==> config.mk <==
export PLATFORM = sky130hd
export DESIGN_NAME = booth_wallace_mul_pipe_flat
export DESIGN_NICKNAME = d
export VERILOG_FILES = /design/src/rtl/booth_wallace_mul_pipe_pkg.sv /design/src/rtl/booth_wallace_mul_pipe_if.sv /design/src/rtl/booth_wallace_mul_pipe_pp_gen.sv /design/src/rtl/booth_wallace_mul_pipe.sv /design/src/flat_wrapper.sv
export SDC_FILE = /design/constraint.sdc
export NUM_CORES = 2
export LEC_CHECK = 0
export CORE_ASPECT_RATIO = 1.1
export CORE_MARGIN = 2
export CORE_UTILIZATION = 50
export CTS_CLUSTER_DIAMETER = 60
export DETAILED_ROUTE_END_ITERATION = 8
export PLACE_DENSITY = 0.67
export RECOVER_POWER = 25
export SYNTH_ARGS = -nofsm -noshare
export SYNTH_HDL_FRONTEND = slang
export SYNTH_SLANG_ARGS = --single-unit
==> constraint.sdc <==
create_clock -name clk -period 6.2 [get_ports clk]
set_input_delay 1.24 -clock clk [delete_from_list [all_inputs] [get_ports clk]]
set_output_delay 1.24 -clock clk [all_outputs]
set_load 0.02 [all_outputs]
==> src/rtl/booth_wallace_mul_pipe_pkg.sv <==
// Shared types and constant helpers for the Booth/Wallace multiplier:
// Booth select encoding, partial-product count and Wallace layer sizing.
package booth_wallace_mul_pipe_pkg;

  typedef enum logic [2:0] {
    BoothZero = 3'd0,
    BoothPos1 = 3'd1,
    BoothPos2 = 3'd2,
    BoothNeg1 = 3'd3,
    BoothNeg2 = 3'd4
  } booth_sel_e;

  function automatic int unsigned pp_num(int unsigned w);
    return w / 2 + 1;
  endfunction

  // Group is {b[2i+1], b[2i], b[2i-1]}.
  function automatic booth_sel_e booth_decode(logic [2:0] grp);
    booth_sel_e sel;
    unique case (grp)
      3'b000, 3'b111: sel = BoothZero;
      3'b001, 3'b010: sel = BoothPos1;
      3'b011:         sel = BoothPos2;
      3'b100:         sel = BoothNeg2;
      3'b101, 3'b110: sel = BoothNeg1;
      default:        sel = BoothZero;
    endcase
    return sel;
  endfunction

  // Rows left after one 3:2 layer: each full triple becomes two rows, leftovers pass through.
  function automatic int unsigned wallace_next(int unsigned n);
    return 2 * (n / 3) + n % 3;
  endfunction

  function automatic int unsigned wallace_layers(int unsigned n0);
    int unsigned n;
    int unsigned l;
    n = n0;
    l = 0;
    while (n > 2) begin
      n = wallace_next(n);
      l++;
    end
    return l;
  endfunction

endpackage

==> src/rtl/booth_wallace_mul_pipe_if.sv <==
// Request/response bundle of the multiplier: input handshake, flush and product handshake.
interface booth_wallace_mul_pipe_if #(
  parameter int unsigned WIDTH = 32
);
  logic               in_valid;
  logic               in_ready;
  logic               in_signed;
  logic [WIDTH-1:0]   in_a;
  logic [WIDTH-1:0]   in_b;
  logic               flush;
  logic               out_valid;
  logic               out_ready;
  logic [2*WIDTH-1:0] out_prod;

  modport master (
    output in_valid, in_signed, in_a, in_b, flush, out_ready,
    input  in_ready, out_valid, out_prod
  );

  modport slave (
    input  in_valid, in_signed, in_a, in_b, flush, out_ready,
    output in_ready, out_valid, out_prod
  );
endinterface

==> src/rtl/booth_wallace_mul_pipe_pp_gen.sv <==
// One radix-4 Booth partial product, sign-extended to 2*WIDTH and not yet shifted.
// Negative selects return the one's complement; neg_o carries the +1 correction.
module booth_wallace_mul_pipe_pp_gen
  import booth_wallace_mul_pipe_pkg::*;
#(
  parameter int unsigned WIDTH = 32
) (
  input  logic [WIDTH+1:0]   a_ext_i,
  input  logic [2:0]         group_i,
  output logic [2*WIDTH-1:0] pp_o,
  output logic               neg_o
);
  localparam int unsigned W2 = 2 * WIDTH;

  logic [W2-1:0] a_w;
  logic [W2-1:0] a2_w;
  booth_sel_e    sel;

  assign a_w  = {{(W2 - WIDTH - 2){a_ext_i[WIDTH+1]}}, a_ext_i};
  assign a2_w = {a_w[W2-2:0], 1'b0};
  assign sel  = booth_decode(group_i);

  always_comb begin
    pp_o  = '0;
    neg_o = 1'b0;
    unique case (sel)
      BoothZero: pp_o = '0;
      BoothPos1: pp_o = a_w;
      BoothPos2: pp_o = a2_w;
      BoothNeg1: begin
        pp_o  = ~a_w;
        neg_o = 1'b1;
      end
      BoothNeg2: begin
        pp_o  = ~a2_w;
        neg_o = 1'b1;
      end
      default:   pp_o = '0;
    endcase
  end

endmodule

==> src/rtl/booth_wallace_mul_pipe.sv <==
// Two-stage pipelined signed/unsigned multiplier: Booth partial products and Wallace
// reduction into stage 1, carry-propagate add into stage 2, valid/ready with flush.
module booth_wallace_mul_pipe
  import booth_wallace_mul_pipe_pkg::*;
#(
  parameter int unsigned WIDTH = 32
) (
  input logic                     clk,
  input logic                     resetn,
  booth_wallace_mul_pipe_if.slave bus_io
);
  localparam int unsigned PP_NUM    = pp_num(WIDTH);
  localparam int unsigned W2        = 2 * WIDTH;
  localparam int unsigned NumRows   = PP_NUM + 1;
  localparam int unsigned NumLayers = wallace_layers(NumRows);

  logic [WIDTH+1:0] a_ext;
  logic [WIDTH+1:0] b_ext;
  logic [WIDTH+2:0] b_grp;
  logic [W2-1:0]    pp [PP_NUM];
  logic [PP_NUM-1:0] neg;
  logic [W2-1:0]    corr;
  logic [W2-1:0]    tree [NumLayers+1][NumRows];

  assign a_ext = {{2{bus_io.in_signed & bus_io.in_a[WIDTH-1]}}, bus_io.in_a};
  assign b_ext = {{2{bus_io.in_signed & bus_io.in_b[WIDTH-1]}}, bus_io.in_b};
  // Bit 0 is the implicit b[-1] = 0, so group i sits at b_grp[2i+2:2i].
  assign b_grp = {b_ext, 1'b0};

  for (genvar i = 0; i < PP_NUM; i++) begin : g_pp
    logic [W2-1:0] pp_raw;

    booth_wallace_mul_pipe_pp_gen #(
      .WIDTH (WIDTH)
    ) u_pp_gen (
      .a_ext_i (a_ext),
      .group_i (b_grp[2*i+2:2*i]),
      .pp_o    (pp_raw),
      .neg_o   (neg[i])
    );

    assign pp[i] = pp_raw << (2 * i);
  end

  always_comb begin
    corr = '0;
    for (int unsigned i = 0; i < PP_NUM; i++) begin
      corr[2*i] = neg[i];
    end
  end

  // Wallace tree: each layer compresses row triples with 3:2 full adders column-wise.
  always_comb begin
    int unsigned n;
    int unsigned grp;
    logic [W2-1:0] x;
    logic [W2-1:0] y;
    logic [W2-1:0] z;
    x   = '0;
    y   = '0;
    z   = '0;
    grp = 0;
    for (int unsigned l = 0; l <= NumLayers; l++) begin
      for (int unsigned r = 0; r < NumRows; r++) begin
        tree[l][r] = '0;
      end
    end
    for (int unsigned r = 0; r < PP_NUM; r++) begin
      tree[0][r] = pp[r];
    end
    tree[0][PP_NUM] = corr;
    n = NumRows;
    for (int unsigned l = 1; l <= NumLayers; l++) begin
      grp = n / 3;
      for (int unsigned g = 0; g < NumRows / 3; g++) begin
        if (g < grp) begin
          x = tree[l-1][3*g];
          y = tree[l-1][3*g+1];
          z = tree[l-1][3*g+2];
          tree[l][2*g]   = x ^ y ^ z;
          tree[l][2*g+1] = ((x & y) | (x & z) | (y & z)) << 1;
        end
      end
      for (int unsigned r = 0; r < 2; r++) begin
        if (r < n % 3) begin
          tree[l][2*grp+r] = tree[l-1][3*grp+r];
        end
      end
      n = 2 * grp + n % 3;
    end
  end

  logic          s1_valid_q, s1_valid_d;
  logic [W2-1:0] s1_sum_q, s1_sum_d;
  logic [W2-1:0] s1_carry_q, s1_carry_d;
  logic          s2_valid_q, s2_valid_d;
  logic [W2-1:0] prod_q, prod_d;
  logic          s1_adv, s2_adv, accept;

  assign s2_adv          = ~s2_valid_q | bus_io.out_ready;
  assign s1_adv          = ~s1_valid_q | s2_adv;
  assign bus_io.in_ready = resetn & ~bus_io.flush & s1_adv;
  assign accept          = bus_io.in_valid & bus_io.in_ready;

  always_comb begin
    s1_valid_d = s1_valid_q;
    s1_sum_d   = s1_sum_q;
    s1_carry_d = s1_carry_q;
    s2_valid_d = s2_valid_q;
    prod_d     = prod_q;
    if (s1_adv) begin
      s1_valid_d = accept;
    end
    if (accept) begin
      s1_sum_d   = tree[NumLayers][0];
      s1_carry_d = tree[NumLayers][1];
    end
    if (s2_adv) begin
      s2_valid_d = s1_valid_q;
      if (s1_valid_q) begin
        prod_d = s1_sum_q + s1_carry_q;
      end
    end
    // Data may go stale on flush; only the valid bits are cleared.
    if (bus_io.flush) begin
      s1_valid_d = 1'b0;
      s2_valid_d = 1'b0;
    end
  end

  always_ff @(posedge clk or negedge resetn) begin
    if (!resetn) begin
      s1_valid_q <= 1'b0;
      s1_sum_q   <= '0;
      s1_carry_q <= '0;
      s2_valid_q <= 1'b0;
      prod_q     <= '0;
    end else begin
      s1_valid_q <= s1_valid_d;
      s1_sum_q   <= s1_sum_d;
      s1_carry_q <= s1_carry_d;
      s2_valid_q <= s2_valid_d;
      prod_q     <= prod_d;
    end
  end

  assign bus_io.out_valid = s2_valid_q;
  assign bus_io.out_prod  = prod_q;

endmodule

==> src/flat_wrapper.sv <==
// flat-port wrapper written by rule: the top's interface ports become plain ports
module booth_wallace_mul_pipe_flat import booth_wallace_mul_pipe_pkg::*;
#(
  parameter int unsigned WIDTH = 32
)
  (clk, resetn, bus_io_in_valid, bus_io_in_signed, bus_io_in_a, bus_io_in_b, bus_io_flush, bus_io_out_ready, bus_io_in_ready, bus_io_out_valid, bus_io_out_prod);
  booth_wallace_mul_pipe_if #(.WIDTH(WIDTH)) bus_io_i ();
  input logic clk;
  input logic resetn;
  input wire logic [$bits(bus_io_i.in_valid)-1:0] bus_io_in_valid;
  input wire logic [$bits(bus_io_i.in_signed)-1:0] bus_io_in_signed;
  input wire logic [$bits(bus_io_i.in_a)-1:0] bus_io_in_a;
  input wire logic [$bits(bus_io_i.in_b)-1:0] bus_io_in_b;
  input wire logic [$bits(bus_io_i.flush)-1:0] bus_io_flush;
  input wire logic [$bits(bus_io_i.out_ready)-1:0] bus_io_out_ready;
  output wire logic [$bits(bus_io_i.in_ready)-1:0] bus_io_in_ready;
  output wire logic [$bits(bus_io_i.out_valid)-1:0] bus_io_out_valid;
  output wire logic [$bits(bus_io_i.out_prod)-1:0] bus_io_out_prod;
  assign bus_io_i.in_valid = bus_io_in_valid;
  assign bus_io_i.in_signed = bus_io_in_signed;
  assign bus_io_i.in_a = bus_io_in_a;
  assign bus_io_i.in_b = bus_io_in_b;
  assign bus_io_i.flush = bus_io_flush;
  assign bus_io_i.out_ready = bus_io_out_ready;
  assign bus_io_in_ready = bus_io_i.in_ready;
  assign bus_io_out_valid = bus_io_i.out_valid;
  assign bus_io_out_prod = bus_io_i.out_prod;
  booth_wallace_mul_pipe #(.WIDTH(WIDTH)) u_core (.clk(clk), .resetn(resetn), .bus_io(bus_io_i));
endmodule
==> impl_results.md <==
* Run status: complete, but fails checks
* Failing checks: capacitance limit, slew limit
* Pleak at 23.7 nW
* Seq cells post-synth at 189
* Rel. slew slack at -1.05
* Initial Util at 0.506
* Clk pin slew, worst setup/hold paths at 60 ps
* CTS tree: done
* Power density over the cells at 575 mW/mm²
* Final #Nets at 6749
* Worst-margin pin slew at 3070 ps
* FF-to-FF setup slack at 2740 ps
* Antenna viol nets, final at 0
* Most common library cell in the layout ignoring fill and taps: inv_1
* DRT iter0 DRCs at 5546
* Unrepaired setup endpoints after global routing: yes
* DIE HEIGHT at 317 µm
* Max Freq at 163 MHz
* Die width at 289 µm
* IR drop worst, VDD at 0.647 mV
* Yosys cell types at 83
* Most used DFF post-synth: dfrtp_1
* Row cnt at 114
* Via Count at 43800
* CTS Buffer Depth at 3
* Post-Syn Nets at 6625
* Hold violation count in the final report at 0
* CP arrival at 6500 ps
* CTS sink cnt at 189
* Crit. End Element: register
* Gr usage total at 0.356
* Min Tclk post-route at 6120 ps
* DRC viols at 0
* Root Buffer: clkbuf_16
* # hold bufs at CTS at 0
* Layout area overhead at 16.2%
* Synth top area share at 0.249
* CP Max Fanout at 9
* Vias/cell at 6.18
* Clock latency on the worst-skew pair at 500 ps
* Yosys warning count at 0
* Crit path kind: in2reg
* Port Buffer Count at 135
* Post-layout util at 0.588
* Largest area contributor in the netlist: fa_1
* Share of cells above drive strength 1 at 0.161
* Largest net degree at the start of global routing at 87
* 1st-pass router iterations at 7
* Critical path startpoint category: input port
* Area contributors post-synth: fa_1, dfrtp_1, o21ai_0
* Overall Power at 0.0297 W
* DR WL/cell at 23.2 µm
* Clock Skews at 19.9 ps
* Total I/O pin count at 136
* First-pass GRT wire length at 251000 µm
* Synth Area per Inst at 7.68 µm²
* Async S/R FF share, synth at 1.00
* Routability cong. at 0.976
* Max-slew violation count at 60
* Gate Count Post-Synth at 5796
* Worst Hold Class: reg2reg
* Seq/Total Area, Yosys at 0.106
* Max Cap Violations at 1
* Final setup fails at 0
* EDFF count, synth at 0
* Initial antenna violation count at 1
* Core Region at 0.0880 mm²
* Vias in the first global route at 41000
* CTS buffer count at 25
* Die area at 0.0915 mm²
* Final WL at 164000 µm
* H-Tree Depth at 4
* Most frequent cells in the layout: inv_1, nand2_1, o21ai_0
* Gr ovfl total at 0
* DP HPWL at 129000 µm
* Mapped cell area at 0.0445 mm²
* Req. time, crit path at 6580 ps
* Final worst-path cycle share at 0.988
## layout make-up
cell class,count,area [µm²]
Sequential cell,189,4730
Fill cell,7981,36200
Multi-Input combinational cell,4252,35400
Timing Repair Buffer,731,6730
Clock buffer,29,681
Clock inverter,4,45.0
Tap cell,1160,1450
Inverter,721,2750
Antenna cell,1,2.50
## routing by layer
layer	up-vias	wire length, µm	GRT usage
met3	285	20900	0.0984
met4	0	5740	0.114
met5	-	0	0
li1	19900	-	-
met1	21100	69300	0.513
met2	2487	68400	0.516
## synth_stat cells (131+ instances only)
master    number
a211oi_1     158
a21oi_1      441
clkbuf_1     535
dfrtp_1      189
fa_1         554
ha_1         205
inv_1        712
mux2i_1      131
nand2_1      662
nor2_1       283
o211ai_1     140
o21ai_0      646
## registers in the layout, indices dropped and copies added, names as in the netlist
register / count
u_core.bus_io.out_valid: 1
u_core.s1_carry_q: 59
u_core.bus_io.out_prod: 64
u_core.s1_valid_q: 1
u_core.s1_sum_q: 64
## through the flow
stage	worst slack [ps]	hold slack (ps)	TNS [ps]	area, µm²	instances
after CTS	0.731	483	0	51200	7067
after global routing	-50.0	498	-116	51800	7086
after global placement	-961	459	-59360	50200	7019
after floorplan	-30.9	433	-83.5	45000	5796
after detailed placement	-983	469	-64470	50200	7019
final	76.7	473	0	51800	7087
## kinds of logic (layout without fill, tap and decap cells)
logic type      Yosys count  after routing  share of synthesized area
compound gates         1947           1947                      0.277
other cells               1              2                  0.0000842
xor+xnor                144            144                     0.0283
buf+inv                1355           1485                      0.115
mux                     240            240                     0.0570
flops                   189            189                      0.106
simple gates           1160           1160                      0.110
fa+ha+maj               760            760                      0.307
## where the power goes
group	switching (W)	leakage, nW	internal [W]
clock network	0.000497	0.363	0.000808
registers	0.000352	2.35	0.00185
logic	0.0150	20.9	0.0112
total	0.0158	23.7	0.0139
## path summary, 6_finish.rpt
check,start,cells past startpoint,endpoint
worst min register to register,u_core.bus_io.out_prod[24],2,u_core.bus_io.out_prod[24]
worst max-delay path,bus_io_in_b[23],19,u_core.s1_sum_q[34]
worst min-delay path,u_core.bus_io.out_prod[24],2,u_core.bus_io.out_prod[24]
worst max register to register,u_core.s1_carry_q[2],11,u_core.bus_io.out_prod[54]
min in group asynchronous,resetn,1,u_core.s1_carry_q[2]
max in group asynchronous,resetn,2,u_core.bus_io.out_prod[54]
## what timing repair did
action                                  in CTS  in global routing
endpoints found under the setup margin      69                 86
endpoints found under the hold margin        0                  0
setup buffers                               13                 20
gates cloned                                 2                  0
pin swaps                                   22                 35
resized for setup                           73                128
## critical path, cell delays in order
cell and delay, ps:
clkdlybuf4s50_1 490, buf_6 140, inv_2 50, ha_4 280
nand2b_1 130, buf_4 180, buf_4 130, o22ai_1 60
o21ai_0 410, fa_1 490, inv_1 90, fa_1 430
fa_1 520, inv_1 70, fa_1 510, fa_1 510
inv_1 50, fa_1 440, mux2_2 270
Power figures use the tool's default switching activity.
